===== src/rtl/demux4_fifo.sv =====
// demux4_fifo: one-to-four result distributor with per-destination buffering.
//   A single producer stream tagged with a 2-bit destination is steered into
//   one of four independent FIFOs, and each FIFO drains on its own
//   valid/ready handshake. This keeps a stall on one consumer from holding
//   up the producer when the entry is meant for another consumer.
// Ports:
//   clk, rst        clock; synchronous active-high reset
//   flush           synchronous clear of all four FIFOs
//   in_valid/ready  producer handshake; in_sel picks the FIFO, in_data is the payload
//   out_valid[i]    FIFO i is non-empty
//   out_ready[i]    consumer i takes the head entry this cycle
//   out_data        slice [i*WIDTH +: WIDTH] = head entry of FIFO i
//   out_count       slice i = occupancy of FIFO i, 0..DEPTH

// One destination FIFO: circular buffer with wrapping pointers and an
// explicit occupancy count, so full and empty are easy to tell apart.
module demux4_fifo_lane #(
  parameter int WIDTH = 32,
  parameter int DEPTH = 2
) (
  input  logic                     clk,
  input  logic                     rst,
  input  logic                     clr,
  input  logic                     wr_en,
  input  logic [WIDTH-1:0]         wr_data,
  input  logic                     rd_ready,
  output logic                     valid,
  output logic                     full,
  output logic [WIDTH-1:0]         rd_data,
  output logic [$clog2(DEPTH):0]   count
);
  localparam int AW = $clog2(DEPTH);
  localparam int CW = AW + 1;

  logic [AW-1:0]              wp_q, wp_d, rp_q, rp_d;
  logic [CW-1:0]              cnt_q, cnt_d;
  logic [DEPTH-1:0][WIDTH-1:0] mem_q, mem_d;
  logic                       rd;

  assign valid   = (cnt_q != '0);
  assign full    = (cnt_q == CW'(DEPTH));
  assign rd_data = mem_q[rp_q];
  assign count   = cnt_q;

  // Reading an empty FIFO is a no-op.
  assign rd = rd_ready & valid;

  always_comb begin
    wp_d  = wp_q;
    rp_d  = rp_q;
    cnt_d = cnt_q;
    mem_d = mem_q;
    if (clr) begin
      // Flush drops buffered entries and ignores any output handshake.
      wp_d  = '0;
      rp_d  = '0;
      cnt_d = '0;
    end else begin
      if (wr_en) begin
        mem_d[wp_q] = wr_data;
        wp_d        = wp_q + AW'(1);
      end
      if (rd) rp_d = rp_q + AW'(1);
      case ({wr_en, rd})
        2'b10:   cnt_d = cnt_q + CW'(1);
        2'b01:   cnt_d = cnt_q - CW'(1);
        default: cnt_d = cnt_q;
      endcase
    end
  end

  always_ff @(posedge clk) begin
    if (rst) begin
      wp_q  <= '0;
      rp_q  <= '0;
      cnt_q <= '0;
    end else begin
      wp_q  <= wp_d;
      rp_q  <= rp_d;
      cnt_q <= cnt_d;
    end
  end

  // Storage is deliberately left out of reset; only the pointers matter.
  always_ff @(posedge clk) begin
    mem_q <= mem_d;
  end
endmodule

module demux4_fifo #(
  parameter int WIDTH = 32,
  parameter int DEPTH = 2
) (
  input  logic                           clk,
  input  logic                           rst,
  input  logic                           flush,
  input  logic                           in_valid,
  output logic                           in_ready,
  input  logic [1:0]                     in_sel,
  input  logic [WIDTH-1:0]               in_data,
  output logic [3:0]                     out_valid,
  input  logic [3:0]                     out_ready,
  output logic [4*WIDTH-1:0]             out_data,
  output logic [4*($clog2(DEPTH)+1)-1:0] out_count
);
  localparam int NUM_LANES = 4;
  localparam int CW        = $clog2(DEPTH) + 1;

  logic [NUM_LANES-1:0]            lane_full;
  logic [NUM_LANES-1:0]            lane_wr;
  logic [NUM_LANES-1:0][WIDTH-1:0] lane_data;
  logic [NUM_LANES-1:0][CW-1:0]    lane_cnt;

  // A full FIFO refuses input even when it is being read this cycle; this
  // keeps in_ready off the out_ready path.
  assign in_ready  = ~rst & ~flush & ~lane_full[in_sel];
  assign out_data  = lane_data;
  assign out_count = lane_cnt;

  for (genvar i = 0; i < NUM_LANES; i++) begin : g_lane
    assign lane_wr[i] = in_valid & in_ready & (in_sel == 2'(i));

    demux4_fifo_lane #(.WIDTH(WIDTH), .DEPTH(DEPTH)) u_lane (
      .clk      (clk),
      .rst      (rst),
      .clr      (flush),
      .wr_en    (lane_wr[i]),
      .wr_data  (in_data),
      .rd_ready (out_ready[i]),
      .valid    (out_valid[i]),
      .full     (lane_full[i]),
      .rd_data  (lane_data[i]),
      .count    (lane_cnt[i])
    );
  end
endmodule

===== config.mk =====
export PLATFORM = sky130hd
export DESIGN_NAME = demux4_fifo
export DESIGN_NICKNAME = d
export VERILOG_FILES = /design/src/rtl/demux4_fifo.sv
export SDC_FILE = /design/constraint.sdc
export NUM_CORES = 1
export LEC_CHECK = 0
export BUFFER_PORTS_ARGS = -buffer_cell sky130_fd_sc_hd__buf_2
export CAP_MARGIN = 40
export CORE_MARGIN = 1
export CORE_UTILIZATION = 38
export CTS_CLUSTER_DIAMETER = 150
export DETAILED_ROUTE_END_ITERATION = 10
export GPL_TIMING_DRIVEN = 1
export PLACE_DENSITY = 0.59
export SYNTH_ARGS = -nofsm -noshare
export SYNTH_HDL_FRONTEND = slang
export SYNTH_SLANG_ARGS = --single-unit
export TNS_END_PERCENT = 5

===== constraint.sdc =====
create_clock -name clk -period 6.83 [get_ports clk]
set_input_delay 0.683 -clock clk [delete_from_list [all_inputs] [get_ports clk]]
set_output_delay 0.683 -clock clk [all_outputs]
set_load 0.1 [all_outputs]

Yosys cells after proc, flatten, opt, wreduce, memory -nomap -nowiden. Cells that the tools add are included.

Bits in registers: 272. Input port bits: 42. Output and inout port bits: 141. Word-level logic and storage cells: 122.

$add $sub $neg: 16. Order comparisons: 13. Equality and inequality tests: 15. Muxes and demuxes: 26. Bitwise operators: 14. Reductions and logical operators: 18.

Operator list (number): 32-bit 2-to-1 mux (12); 64-bit bitwise mux (4); 32-bit demux with 1-bit select (4); 2-bit equality test, second input constant (10); 1-bit by 2-bit less-than comparator with 1-bit output, second input constant (8); 2-bit case mux with 2 select lines (4); 2-bit nonzero test (8); 1-bit bitwise AND (11); 2-bit by 1-bit equality test with 1-bit output, second input constant (5); 1-bit adder, second input constant (8); 2-bit by 1-bit adder with 2-bit output, second input constant (4); 2-bit AND reduction (4); 2-bit by 1-bit subtractor with 2-bit output, second input constant (4); 1-bit greater-or-equal comparator, second input constant (4); 1-bit logical AND (4); 2-bit by 3-bit less-than comparator with 1-bit output, second input constant (1); 1-bit inverter (3); 1-bit binary-select mux with 2-bit select (1); 2-bit zero test (1); 2-bit OR reduction (1); 1-bit 2-to-1 mux (1).

Depth between registers and ports, before layout.
Depth in word-level cells: 9. Depth in mapped cells: 7. Depth with buffers taken out: 7.

Cells and area by module. A second synthesis with hierarchy kept.

Cell total of the unflattened synthesis: 492. Area, all modules: 10092.2 sq um.

By module, submodules not included: demux4_fifo_lane (instances 4, cells each 121, area an instance 2502.4 sq um, seq. area each 2001.9 sq um); demux4_fifo (instances 1, cells each 8, area an instance 82.6 sq um, seq. area each 0.0 sq um).

Worst setup path after synthesis. No wires, ideal clock.

Path kind: register -> output. From: register g_lane[3].u_lane.cnt_q[0]. To: output in_ready. Data arrival time: 3597 ps. Slack: 2550 ps. Stages on the path, launching flop included: 4. Path through: dfxtp_1 nand2b_1 mux2i_1 a211oi_1.

Word-level cells in the longest chain between the ends: 5.

Ends and longest elaborated chain: start, declared (RTL line 36) `logic [CW-1:0] cnt_q, cnt_d;`; start signal, assigned (RTL line 80) `cnt_q <= cnt_d;`; 2-bit equality test (RTL line 41) `assign full = (cnt_q == CW'(DEPTH));`; 1-bit binary-select mux with 2-bit select (RTL line 116) `assign in_ready = ~rst & ~flush & ~lane_full[in_sel];`; 1-bit 2-to-1 mux (implied by the code) (RTL line 116); 1-bit inverter (RTL line 116); 1-bit bitwise AND (RTL line 116); end, declared (RTL line 98) `output logic in_ready,`.

Every way passes these cells. The select of a mux whose other input is x is not followed.

Final worst setup path.
From: register g_lane[3].u_lane.rp_q. To: output out_data[118].

Word-level cells in the longest chain between the ends: 2.

Ends and longest elaborated chain: start, declared (RTL line 35) `logic [AW-1:0] wp_q, wp_d, rp_q, rp_d;`; start signal, assigned (RTL line 79) `rp_q <= rp_d;`; 32-bit 2-to-1 mux (implied by the code) (2 in series) (RTL line 42) `assign rd_data = mem_q[rp_q];`; end, declared (RTL line 103) `output logic [4*WIDTH-1:0] out_data,`.

Every way passes these cells. The select of a mux whose other input is x is not followed.

==> results.md <==
* Routed wire length at 20,800 um
* Worst Setup EP: out_data[118]
* Synth top area cells: edfxtp_1 76%, mux2_2 14%, dfxtp_1 3.2%
* H-tree depth at 1
* Synth Area in Compound Gates at 0.0101
* Slew @ Worst Pin at 0.868 ns
* Fraction of registers with async set/reset at 0
* Die Ht at 165 um
* Beginning of the worst hold path: in_data[15]
* Root Buffer: clkbuf_16
* Fmax at 346 MHz
* CTS tree: built
* Final hold vios at 0
* Drt drc at 0
* Synth area leader: edfxtp_1
* Internal at 2.68 mW
* Crit start category: register
* Full die area at 27,300 um^2
* Number of synthesized flops with an enable pin at 256
* Fraction of the mapped netlist area in adder cells at 0.00495
* Max-slew violation count at 0
* CORE AREA at 26,100 um^2
* Vias in the first global route at 5,154
* Count of cell types in the netlist at 32
* Status: complete, no violations
* Count leader, synth: edfxtp_1
* Launching point of the worst reg2reg path: g_lane[1].u_lane.count[0]
* Hold Buf Count CTS at 0
* Wire per inst at 19.6 um
* Layout cells sized above 1 at 0.520
* Mapped Cells at 505
* CP endpoint kind: output pin
* Reg-to-reg slack, setup at 4.72 ns
* Ys flop type: edfxtp_1
* First-pass GRT wire length at 30,400 um
* Maxcap violations at 0
* Grt total ovfl at 0
* Unrepaired setup endpoints after global routing: false
* Syn Nets at 551
* # Post-CTS Setup Buffers at 0
* DP Cell Count at 1,011
* Pin count of the biggest net entering global routing at 34
* Fill count at 2,222
* Pwr per Cell Area at 270 nW/um^2
* Die X at 165 um
* Largest stage delay, worst path at 0.90 ns
* CP Data Arrival Time at 2.21 ns
* Largest vdd supply drop at 0.133 mV
* Via density at 4.81
* Post-CTS Resized at 0
* Setup TNS at 0 ns
* Fin nets at 751
* Detail Route Antenna Nets at 0
* Initial Util at 0.388
* CTS buffer count at 27
* Total Routing Usage GR at 0.152
* Commonest cells post-synth: 256 x edfxtp_1, 128 x mux2_2, 18 x buf_2
* Clk sinks at 272
* Layout Area Growth over Synthesis at 23.6%
* Ant diodes at 0
* CP startpoint: g_lane[3].u_lane.rp_q
* CP required at 6.15 ns
* Detail Placement HPWL at 14,200 um
* Share of the synthesized area in the top cell type at 0.760
* Synthesized area per cell at 20.0 um^2
* Routability cong. at 0.768
* Min cycle time layout at 2.89 ns
* Worst skew pair latency at 0.52 ns
* Std cell rows at 59
* Vias at 5,094
* Clk pwr share at 0.418
* Final Skew at 0.0113 ns
* Final Cycle Share at 0.423
* Leak Pwr at 4.35 nW
* Worst hold path depth at 1
* Mapped cell area at 10,100 um^2
* Share of power burned in registers at 0.543
* Worst setup path category: reg -> out
* I/O pin total at 183
* Setup violators final at 0
* Logic pwr share at 0.038
* CP max stage cell: dfxtp_2
* Psw at 0.692 mW
* Clock buffer depth at 3
* DRT Pass-1 Iters at 6
* Min-Delay Path Class: in -> reg
* Post-Synth XOR/XNOR Area at 0.0104
* Worst path cell trace: mux2_2 -> buf_2
* Largest family of logic cells by synthesized area: multiplexers
* R2r endpoint: g_lane[1].u_lane.mem_q[43]
* Crit-path max FO at 33
* Worst-path clk slew at 0.06 ns
* Synth Warn # at 0
* # port buffers at 182
* Sequential area share after synthesis at 0.792
* Cells on worst reg2reg path at 4
* DR iter-0 viols at 258
* Finished Layout Cells at 1,060
* Switch share at 0.205
* Antenna violations before repair at 1
* Slew HR at 0.421
* Post-synthesis mux area share at 0.147
* Number of synthesized register bits at 272
* Synth Area in Simple Gates at 0.0233
==> worst min-delay path by stage <==
| stage | to |
|---|---|
| floorplan | g_lane[1].u_lane.wp_q |
| global placement | g_lane[1].u_lane.wp_q |
| detailed placement | g_lane[2].u_lane.wp_q |
| CTS | g_lane[3].u_lane.mem_q[47] |
| global route | g_lane[3].u_lane.mem_q[47] |
| finish | g_lane[0].u_lane.mem_q[47] |
==> worst max-delay path: cells and delay by family, from the launching register on <==
family | cells | cell delay [ns]
buffers and inverters | 1 | 0.43
flip-flops | 1 | 0.90
multiplexers | 1 | 0.33
==> power groups by stage <==
| stage | Sequential (mW) | Combinational [mW] | Clock [mW] |
|---|---|---|---|
| finish | 1.83 | 0.130 | 1.41 |
| CTS | 1.83 | 0.131 | 1.45 |
| floorplan | 1.87 | 0.0808 | 0 |
| global placement | 1.87 | 0.125 | 0 |
| global route | 1.83 | 0.137 | 1.51 |
| detailed placement | 1.87 | 0.131 | 0 |
==> state kept, by name, indices dropped and copies added (netlist names) <==
name and count:
g_lane.u_lane.rp_q 4, g_lane.u_lane.count 8, g_lane.u_lane.wp_q 4, g_lane.u_lane.mem_q 256
==> final cells by class <==
| type | count | area, um^2 | share of cell area |
|---|---|---|---|
| Sequential cell | 272 | 8010 | 0.641 |
| Multi-Input combinational cell | 208 | 2020 | 0.162 |
| Timing Repair Buffer | 193 | 1180 | 0.0943 |
| Clock buffer | 37 | 733 | 0.0587 |
| Tap cell | 335 | 419 | 0.0335 |
| Clock inverter | 12 | 121 | 0.00971 |
| Inverter | 3 | 11.3 | 0.000901 |
==> per-layer routing <==
metal / routed length (um) / track usage
met5: 12 / 0
met4: 237 / 0.0342
met3: 1390 / 0.0340
met2: 9870 / 0.245
met1: 9250 / 0.210
==> cell usage in the layout, fill, tap and decap left out, drive strengths merged, types with 4 or more instances in the layout <==
cell,count
or3,4
o21ai,4
ha,4
clkbuf,37
inv,4
a21oi,4
edfxtp,256
or2,5
xor2,4
clkinv,9
buf,193
nor2,16
o21a,4
dfxtp,16
nand2b,4
mux2,129
xnor2,8
==> metrics by stage <==
step	hold slack [ns]	total power, mW	worst slack [ns]	cell area, um^2	util
2_1_floorplan	0.445	1.95	2.55	10100	-
3_3_place_gp	0.480	2.00	4.15	11400	0.437
3_5_place_dp	0.513	2.00	4.21	11600	0.447
4_1_cts	0.409	3.41	3.89	12500	0.480
5_1_grt	0.414	3.48	3.81	12500	0.480
6_report	0.434	3.38	3.94	12500	0.480
==> kinds of logic (layout without fill, tap and decap cells) <==
group                    count (synthesis)  count (layout)
flip-flops                             272             272
AO/OA/AOI/OAI                           16              16
XOR/XNOR                                12              12
multiplexers                           132             132
adder cells (fa/ha/maj)                  4               4
AND/OR/NAND/NOR                         44              44
buffers and inverters                   25             245
Note: power is estimated with default switching activity, not from simulation.
